**src/rtl/fetch_controller.sv**
```systemverilog
// Instruction fetch controller: issues one imem request at a time, buffers the
// response for decode, and handles redirects by squashing stale responses.
module fetch_controller #(
    parameter int unsigned          WORDSIZE   = 64,
    parameter logic [WORDSIZE-1:0]  RESET_ADDR = '0,
    parameter logic [WORDSIZE-1:0]  INCR       = WORDSIZE'(4)
) (
    input  logic                clk,
    input  logic                reset,
    input  logic                start,
    output logic                imem_req_valid,
    output logic [WORDSIZE-1:0] imem_req_addr,
    input  logic                imem_req_ready,
    input  logic                imem_resp_valid,
    input  logic [31:0]         imem_resp_data,
    output logic                inst_valid,
    output logic [31:0]         inst_data,
    output logic [WORDSIZE-1:0] inst_pc,
    input  logic                inst_ready,
    input  logic                redirect_valid,
    input  logic [WORDSIZE-1:0] redirect_addr,
    output logic [WORDSIZE-1:0] pc,
    output logic                busy
);

    typedef enum logic [1:0] {
        ST_IDLE = 2'd0,
        ST_REQ  = 2'd1,
        ST_WAIT = 2'd2,
        ST_HOLD = 2'd3
    } state_e;

    state_e              state_q, state_d;
    logic [WORDSIZE-1:0] pc_q, pc_d;
    logic                squash_q, squash_d;
    logic                inst_valid_q, inst_valid_d;
    logic [31:0]         inst_data_q, inst_data_d;
    logic [WORDSIZE-1:0] inst_pc_q, inst_pc_d;
    logic                req_valid_q, req_valid_d;
    logic                busy_q, busy_d;
    logic [WORDSIZE-1:0] redir_tgt;

    // Redirect targets are word aligned.
    assign redir_tgt = redirect_addr & ~WORDSIZE'(3);

    // Next-state and datapath update.
    always_comb begin
        state_d      = state_q;
        pc_d         = pc_q;
        squash_d     = squash_q;
        inst_valid_d = inst_valid_q;
        inst_data_d  = inst_data_q;
        inst_pc_d    = inst_pc_q;

        if (redirect_valid) begin
            pc_d = redir_tgt;
        end

        unique case (state_q)
            ST_IDLE: begin
                if (start) begin
                    state_d = ST_REQ;
                end
            end
            ST_REQ: begin
                if (imem_req_ready) begin
                    state_d  = ST_WAIT;
                    squash_d = redirect_valid;
                end
            end
            ST_WAIT: begin
                if (imem_resp_valid) begin
                    if (squash_q || redirect_valid) begin
                        squash_d = 1'b0;
                        state_d  = ST_REQ;
                    end else begin
                        inst_valid_d = 1'b1;
                        inst_data_d  = imem_resp_data;
                        inst_pc_d    = pc_q;
                        state_d      = ST_HOLD;
                    end
                end else if (redirect_valid) begin
                    squash_d = 1'b1;
                end
            end
            ST_HOLD: begin
                if (redirect_valid) begin
                    inst_valid_d = 1'b0;
                    state_d      = ST_REQ;
                end else if (inst_ready) begin
                    pc_d         = pc_q + INCR;
                    inst_valid_d = 1'b0;
                    state_d      = ST_REQ;
                end
            end
            default: state_d = ST_IDLE;
        endcase

        // Status outputs are registered from the next state.
        req_valid_d = (state_d == ST_REQ);
        busy_d      = (state_d != ST_IDLE);
    end

    always_ff @(posedge clk or posedge reset) begin
        if (reset) begin
            state_q      <= ST_IDLE;
            pc_q         <= RESET_ADDR;
            squash_q     <= 1'b0;
            inst_valid_q <= 1'b0;
            inst_data_q  <= '0;
            inst_pc_q    <= '0;
            req_valid_q  <= 1'b0;
            busy_q       <= 1'b0;
        end else begin
            state_q      <= state_d;
            pc_q         <= pc_d;
            squash_q     <= squash_d;
            inst_valid_q <= inst_valid_d;
            inst_data_q  <= inst_data_d;
            inst_pc_q    <= inst_pc_d;
            req_valid_q  <= req_valid_d;
            busy_q       <= busy_d;
        end
    end

    assign imem_req_valid = req_valid_q;
    assign imem_req_addr  = pc_q;
    assign inst_valid     = inst_valid_q;
    assign inst_data      = inst_data_q;
    assign inst_pc        = inst_pc_q;
    assign pc             = pc_q;
    assign busy           = busy_q;

endmodule

```
**config.mk**
```make
export PLATFORM = sky130hd
export DESIGN_NAME = fetch_controller
export DESIGN_NICKNAME = d
export VERILOG_FILES = /design/src/rtl/fetch_controller.sv
export SDC_FILE = /design/constraint.sdc
export NUM_CORES = 1
export LEC_CHECK = 0
export ABC_AREA = 1
export ABC_CLOCK_PERIOD_IN_PS = 6100
export CAP_MARGIN = 40
export CORE_UTILIZATION = 46
export CTS_CLUSTER_DIAMETER = 30
export DETAILED_ROUTE_END_ITERATION = 10
export PLACE_DENSITY = 0.83
export SETUP_SLACK_MARGIN = 0.02
export SYNTH_ARGS = -nofsm -noshare
export SYNTH_HDL_FRONTEND = slang
export SYNTH_SLANG_ARGS = --single-unit
export TNS_END_PERCENT = 1
```
**constraint.sdc**
```tcl
create_clock -name clk -period 6.1 [get_ports clk]
set_input_delay 0.915 -clock clk [delete_from_list [all_inputs] [get_ports clk]]
set_output_delay 0.915 -clock clk [all_outputs]
set_load 0.02 [all_outputs]
```
==> impl_metrics.env, run 1 <==
export IMPL_status="completed"
export IMPL_num_vias=9040
export IMPL_syn_cell_area_mm2=0.00941
export IMPL_critPathKind="in -> reg"
export IMPL_antenna_found_initial=0
export IMPL_tightestPinTransition_ps=801
export IMPL_syn_to_final_growth_pct=38.3
export IMPL_fmax_mhz=329
export IMPL_leakage_nw=5.69
export IMPL_cts_tree="built"
export IMPL_fin_crit_ps=3040
export IMPL_finClkSkew_ps=14.8
export IMPL_die_x_um=145
export IMPL_powerDensity_mw_per_mm2=443
export IMPL_gp_congestion=0.967
export IMPL_crit_required_ps=6420
export IMPL_layout_common_cells="nand2_1, clkdlybuf4s50_1, dfrtp_1"
export IMPL_rr_endpoint="imem_req_addr[19]$_DFF_PP0_"
export IMPL_worst_slack_ps=3060
export IMPL_slew_headroom_pct=46.6
export IMPL_die_area_mm2=0.0210
export IMPL_crit_fanout=51
export IMPL_grt_pass1_vias=8704
export IMPL_post_route_drc_count=0
export IMPL_power_total_mw=5.77
export IMPL_synth_area_leader_cell="dfrtp_1"
export IMPL_core_mm2=0.0198
export IMPL_synth_edf_count=0
export IMPL_yosysTopAreaCellShare_pct=44.1
export IMPL_whs_endpoint="inst_pc[47]$_DFFE_PP0P_"
export IMPL_place_ws_ps=2640
export IMPL_yosys_area_share_simple_pct=25.0
export IMPL_dr_first_iter_drc_count=802
export IMPL_hold_start="inst_pc[47]$_DFFE_PP0P_"
export IMPL_ant_nets=0
export IMPL_grt_usage_pct=29.7
export IMPL_numCtsBuffers=17
export IMPL_drive_gt1_share_pct=7.12
export IMPL_synth_cell_types=38
export IMPL_globalRouteOverflowTotal=0
export IMPL_drt_wirelength_per_cell_um=17.8
export IMPL_synthFlopType="dfrtp_1"
export IMPL_synth_area_top_cells="dfrtp_1, nand2_1, nor2_1, buf_4, o21ai_0"
export IMPL_yosys_warnings=0
export IMPL_min_period_over_period_pct=49.8
export IMPL_postCtsHoldBufs=0
export IMPL_vias_per_cell=5.20
export IMPL_cts_root_buffer="clkbuf_16"
export IMPL_rr_startpoint="state_q[0]$_DFF_PP0_"
export IMPL_drv_cap=0
export IMPL_diodes=0
export IMPL_clk_path_buf_depth=2
export IMPL_cp_start_kind="primary input"
export IMPL_synth_top_family_by_area="simple AND/OR/NAND/NOR gates"
export IMPL_muxShareOfSynthArea_pct=5.32
export IMPL_synth_nets=1319
export IMPL_hold_violations=0
export IMPL_layout_nets=1565
export IMPL_arrival_ps=3360
export IMPL_dp_hpwl_um=23500
export IMPL_hold_depth=2
export IMPL_grt_max_degree=77
export IMPL_cts_htree_levels=4
export IMPL_die_h_um=145
export IMPL_endpoint_kind="flip-flop"
export IMPL_clk_pin_slew_ps=70
export IMPL_pin_count=330
export IMPL_drv_slew=0
export IMPL_clock_sinks=166
export IMPL_layout_commonest_cell="nand2_1"
export IMPL_synthArstFlopShare_pct=100
export IMPL_rsz0062_at_grt="false"
export IMPL_synth_compound_area_share_pct=10.6
export IMPL_wl_um=31000
export IMPL_synth_xor_area_share_pct=3.35
export IMPL_tns_ps=0
export IMPL_clk_latency_ps=440
export IMPL_finalSetupViolCount=0
export IMPL_worst_r2r_path_depth=7
export IMPL_port_buffers=327
export IMPL_cts_resized=0
export IMPL_synthCells=1215
export IMPL_synth_seq_area_share_pct=44.1
export IMPL_synth_seq_cells=166
export IMPL_rows=51
export IMPL_synthAdderAreaFrac_pct=0.133
export IMPL_grt_pass1_wl_um=48700
export IMPL_reg2reg_slack_ps=3580
export IMPL_syn_avg_cell_area_um2=7.75
export IMPL_start_util_pct=47.6
export IMPL_hold_class="reg -> reg"
export IMPL_cts_setup_buffers=0
export IMPL_irDropWorstVdd_v=0.000257
export IMPL_startpoint="inst_ready"
export IMPL_drt_first_pass_iters=6
## critical path: stages
cell	delay, ps
clkdlybuf4s50_1	500
inv_1	70
nor2_1	80
inv_1	220
nor2_4	130
buf_4	470
inv_2	350
buf_12	280
o21ai_0	240
inv_1	60
## state kept, by name, indices dropped and copies added (netlist names)
name,cells
imem_req_valid,1
squash_q,1
inst_pc,64
busy,1
inst_data,32
state_q,2
inst_valid,1
imem_req_addr,64
## logic make-up (layout without fill, tap and decap cells)
| group | Yosys count | in the layout |
|---|---|---|
| AO/OA/AOI/OAI | 187 | 187 |
| XOR/XNOR | 36 | 36 |
| adder cells (fa/ha/maj) | 1 | 1 |
| buffers and inverters | 212 | 471 |
| flip-flops | 166 | 166 |
| multiplexers | 39 | 39 |
| AND/OR/NAND/NOR | 574 | 574 |
## final cells by class
class,count,area (um2)
repair buffers,335,3350
clock buffers,19,443
well taps,265,332
inverters,104,395
multi-input cells,837,4190
clock inverters,13,159
fillers,1675,6760
flip-flops and latches,166,4150
## stage by stage
| stage | instances | utilization (%) | hold WS, ps | area [um2] |
|---|---|---|---|---|
| final | 1739 | 65.8 | 488 | 13000 |
| after global routing | 1739 | 65.8 | 516 | 13000 |
| after CTS | 1739 | 65.8 | 490 | 13000 |
| after detailed placement | 1707 | 62.8 | 473 | 12400 |
| after global placement | 1706 | 62.7 | 468 | 12400 |
| after floorplan | 1215 | - | 463 | 9410 |
## cells in the mapped netlist, types with 2 or more instances
cell and n:
a211oi_1 3, a21oi_1 22, a31oi_1 3, and2_1 2, buf_1 2, buf_2 9, buf_4 64, buf_6 5
clkbuf_1 28, dfrtp_1 166, inv_1 102, mux2_2 20, mux2_4 17, mux2i_1 2, nand2_1 336, nand2_2 2
nand3_1 43, nand3b_1 3, nand4_1 10, nor2_1 145, nor2_2 12, nor2_4 2, nor3_1 6, o211ai_1 20
o21ai_0 83, o21ai_1 56, or2_2 7, xor2_1 35
## power by group
| group | leakage, nW | internal, mW | switching [mW] |
|---|---|---|---|
| sequential | 2.00 | 1.53 | 0.376 |
| clock | 0.289 | 0.628 | 0.496 |
| combinational | 3.40 | 1.30 | 1.44 |
## layer usage
metal  vias to the layer above  track usage [%]  wire length, um
met5                         -                0                0
met4                         0             7.82              551
met3                        44             6.57             2450
met2                       405             49.2            15100
met1                      4280             38.9            13000
li1                       4311                -                -
## worst max-delay path by stage
stage / endpoint / slack, ps
after detailed placement: imem_req_addr[19]$_DFF_PP0_ / 2640
after CTS: imem_req_addr[19]$_DFF_PP0_ / 3100
after global routing: imem_req_addr[19]$_DFF_PP0_ / 2870
final: imem_req_addr[19]$_DFF_PP0_ / 3060
after global placement: imem_req_addr[14]$_DFF_PP0_ / 2520
after floorplan: busy$_DFF_PP0_ / 690
No activity file was read; power rests on OpenSTA's default activity.
==> inputs of run 2 (changes only) <==
--- a/config.mk
+++ b/config.mk
@@ -6,12 +6,12 @@
 export NUM_CORES = 1
 export LEC_CHECK = 0
 export ABC_AREA = 1
-export ABC_CLOCK_PERIOD_IN_PS = 6100
+export ABC_CLOCK_PERIOD_IN_PS = 2750
 export CAP_MARGIN = 40
-export CORE_UTILIZATION = 46
+export CORE_UTILIZATION = 42
 export CTS_CLUSTER_DIAMETER = 30
 export DETAILED_ROUTE_END_ITERATION = 10
-export PLACE_DENSITY = 0.83
+export PLACE_DENSITY = 0.8
 export SETUP_SLACK_MARGIN = 0.02
 export SYNTH_ARGS = -nofsm -noshare
 export SYNTH_HDL_FRONTEND = slang
==> constraint.sdc (replaced) <==
create_clock -name clk -period 2.75 [get_ports clk]
set_input_delay 0.4125 -clock clk [delete_from_list [all_inputs] [get_ports clk]]
set_output_delay 0.4125 -clock clk [all_outputs]
set_load 0.02 [all_outputs]
==> run 2 against run 1 <==
Effect of this change: clock skew shrank 4.0 ps; via count shrank 0.96%; final cell count increased by 1.4%; clock power increased by 120%; combinational power increased by 120%; sequential power up 120%; clock-buffer cell count down 1; sequential share of layout area is 0.32 points lower; core utilization decreased by 5.7 points; non-clock buffer count is 9 higher.
==> impl_metrics.env, run 2 (synthesis gave the netlist of run 1 again) <==
export IMPL_wl_um=31200
export IMPL_crit_required_ps=3090
export IMPL_status="completed"
export IMPL_worst_r2r_path_depth=9
export IMPL_numCtsBuffers=17
export IMPL_grt_pass1_wl_um=47800
export IMPL_cts_tree="built"
export IMPL_cts_root_buffer="clkbuf_16"
export IMPL_slowest_stage="dfrtp_1"
export IMPL_rows=54
export IMPL_die_h_um=152
export IMPL_clk_pin_slew_ps=70
export IMPL_endpoint_kind="flip-flop"
export IMPL_cp_start_kind="flip-flop"
export IMPL_rsz0062_at_grt="false"
export IMPL_seq_area_mm2=0.00415
export IMPL_grt_pass1_vias=8743
export IMPL_hold_depth=2
export IMPL_tns_ps=0
export IMPL_layout_commonest_cell="nand2_1"
export IMPL_globalRouteOverflowTotal=0
export IMPL_num_vias=8953
export IMPL_hold_violations=0
export IMPL_fillers=1986
export IMPL_min_period_over_period_pct=79.9
export IMPL_crit_fanout=7
export IMPL_post_place_cells=1731
export IMPL_crit_chain="ha_1, inv_1, nor2_2, nand2_1, nor2_1, nand3_1, xor2_1, nand2_1, nand2_1"
export IMPL_crit_top_cell="nand2_1"
export IMPL_clk_path_buf_depth=2
export IMPL_fin_crit_ps=2200
export IMPL_post_route_drc_count=0
export IMPL_clk_latency_ps=440
export IMPL_drive_gt1_share_pct=7.75
export IMPL_core_mm2=0.0219
export IMPL_layout_common_cells="nand2_1, clkdlybuf4s50_1, dfrtp_1"
export IMPL_clock_sinks=166
export IMPL_dp_hpwl_um=24100
export IMPL_leakage_nw=5.75
export IMPL_critPathMaxStageDelay_ps=490
export IMPL_drt_wirelength_per_cell_um=17.7
export IMPL_finClkSkew_ps=10.8
export IMPL_start_util_pct=43.0
export IMPL_cts_htree_levels=4
export IMPL_drt_first_pass_iters=5
export IMPL_final_cells=1763
export IMPL_fin_util_pct=60.1
export IMPL_critPathKind="reg -> reg"
export IMPL_arrival_ps=2530
export IMPL_powerDensity_mw_per_mm2=975
export IMPL_dr_first_iter_drc_count=692
export IMPL_fmax_mhz=455
export IMPL_finalSetupViolCount=0
export IMPL_hold_class="in -> reg"
export IMPL_holdWs_ps=324
export IMPL_die_area_mm2=0.0230
export IMPL_syn_to_final_growth_pct=39.8
export IMPL_ant_nets=0
export IMPL_irDropWorstVdd_v=0.000551
export IMPL_grt_max_degree=65
export IMPL_drv_cap=0
export IMPL_cts_setup_buffers=0
export IMPL_vias_per_cell=5.08
export IMPL_diodes=0
export IMPL_antenna_found_initial=0
export IMPL_port_buffers=327
export IMPL_die_x_um=152
export IMPL_pin_count=330
export IMPL_gp_congestion=0.912
export IMPL_layout_nets=1574
export IMPL_multi_input_area_mm2=0.00419
export IMPL_power_total_mw=12.8
export IMPL_grt_usage_pct=27.7
export IMPL_tightestPinTransition_ps=759
export IMPL_slew_headroom_pct=49.3
export IMPL_postCtsHoldBufs=0
export IMPL_drv_slew=0
export IMPL_cts_resized=0
-- run 2: power by group --
part,switching (mW),internal (mW)
Combinational,3.18,2.90
Clock,1.10,1.39
Sequential,0.851,3.39
Total,5.14,7.69
-- run 2: area by class of cell --
cell class	count	area share [%]
Multi-Input combinational cell	837	31.8
Sequential cell	166	31.6
Timing Repair Buffer	344	26.4
Clock buffer	18	3.34
Inverter	104	3.00
Tap cell	280	2.66
Clock inverter	14	1.23
-- run 2: layer usage --
layer / share of wire (%) / wire length [um] / GRT usage, % / vias to the layer above
li1: - / - / - / 4322
met1: 42 / 13200 / 35.7 / 4199
met2: 48 / 14900 / 46.4 / 394
met3: 8.2 / 2560 / 6.20 / 38
met4: 1.9 / 586 / 7.48 / 0
met5: 0 / 0 / 0 / -
-- run 2: path summary, 6_finish.rpt --
| path | startpoint | endpoint | slack [ps] |
|---|---|---|---|
| setup / recovery | imem_req_addr[3]$_DFF_PP0_ | imem_req_addr[38]$_DFF_PP0_ | 550 |
| setup reg to reg | imem_req_addr[3]$_DFF_PP0_ | imem_req_addr[38]$_DFF_PP0_ | 550 |
| hold / removal | redirect_valid | imem_req_addr[0]$_DFFE_PP0P_ | 320 |
| hold reg to reg | inst_pc[38]$_DFFE_PP0P_ | inst_pc[38]$_DFFE_PP0P_ | 490 |
| max in group asynchronous | reset | inst_pc[55]$_DFFE_PP0P_ | 1570 |
| min in group asynchronous | reset | inst_pc[40]$_DFFE_PP0P_ | 450 |
-- run 2: worst max-delay path, delay by kind of cell, from the launching register on --
kind	cells	cell delay, ps
xor gates and xnor gates	1	180
and+or+nand+nor	6	1100
buffers and inverters	1	60
adders and majority gates	1	260
DFF	1	490
-- run 2: stage by stage --
stage / instance area [um2] / setup slack [ps]
6_report: 13200 / 553
5_1_grt: 13200 / 389
4_1_cts: 13200 / 590
3_5_place_dp: 12600 / 555
3_3_place_gp: 12600 / 608
2_1_floorplan: 9420 / 225
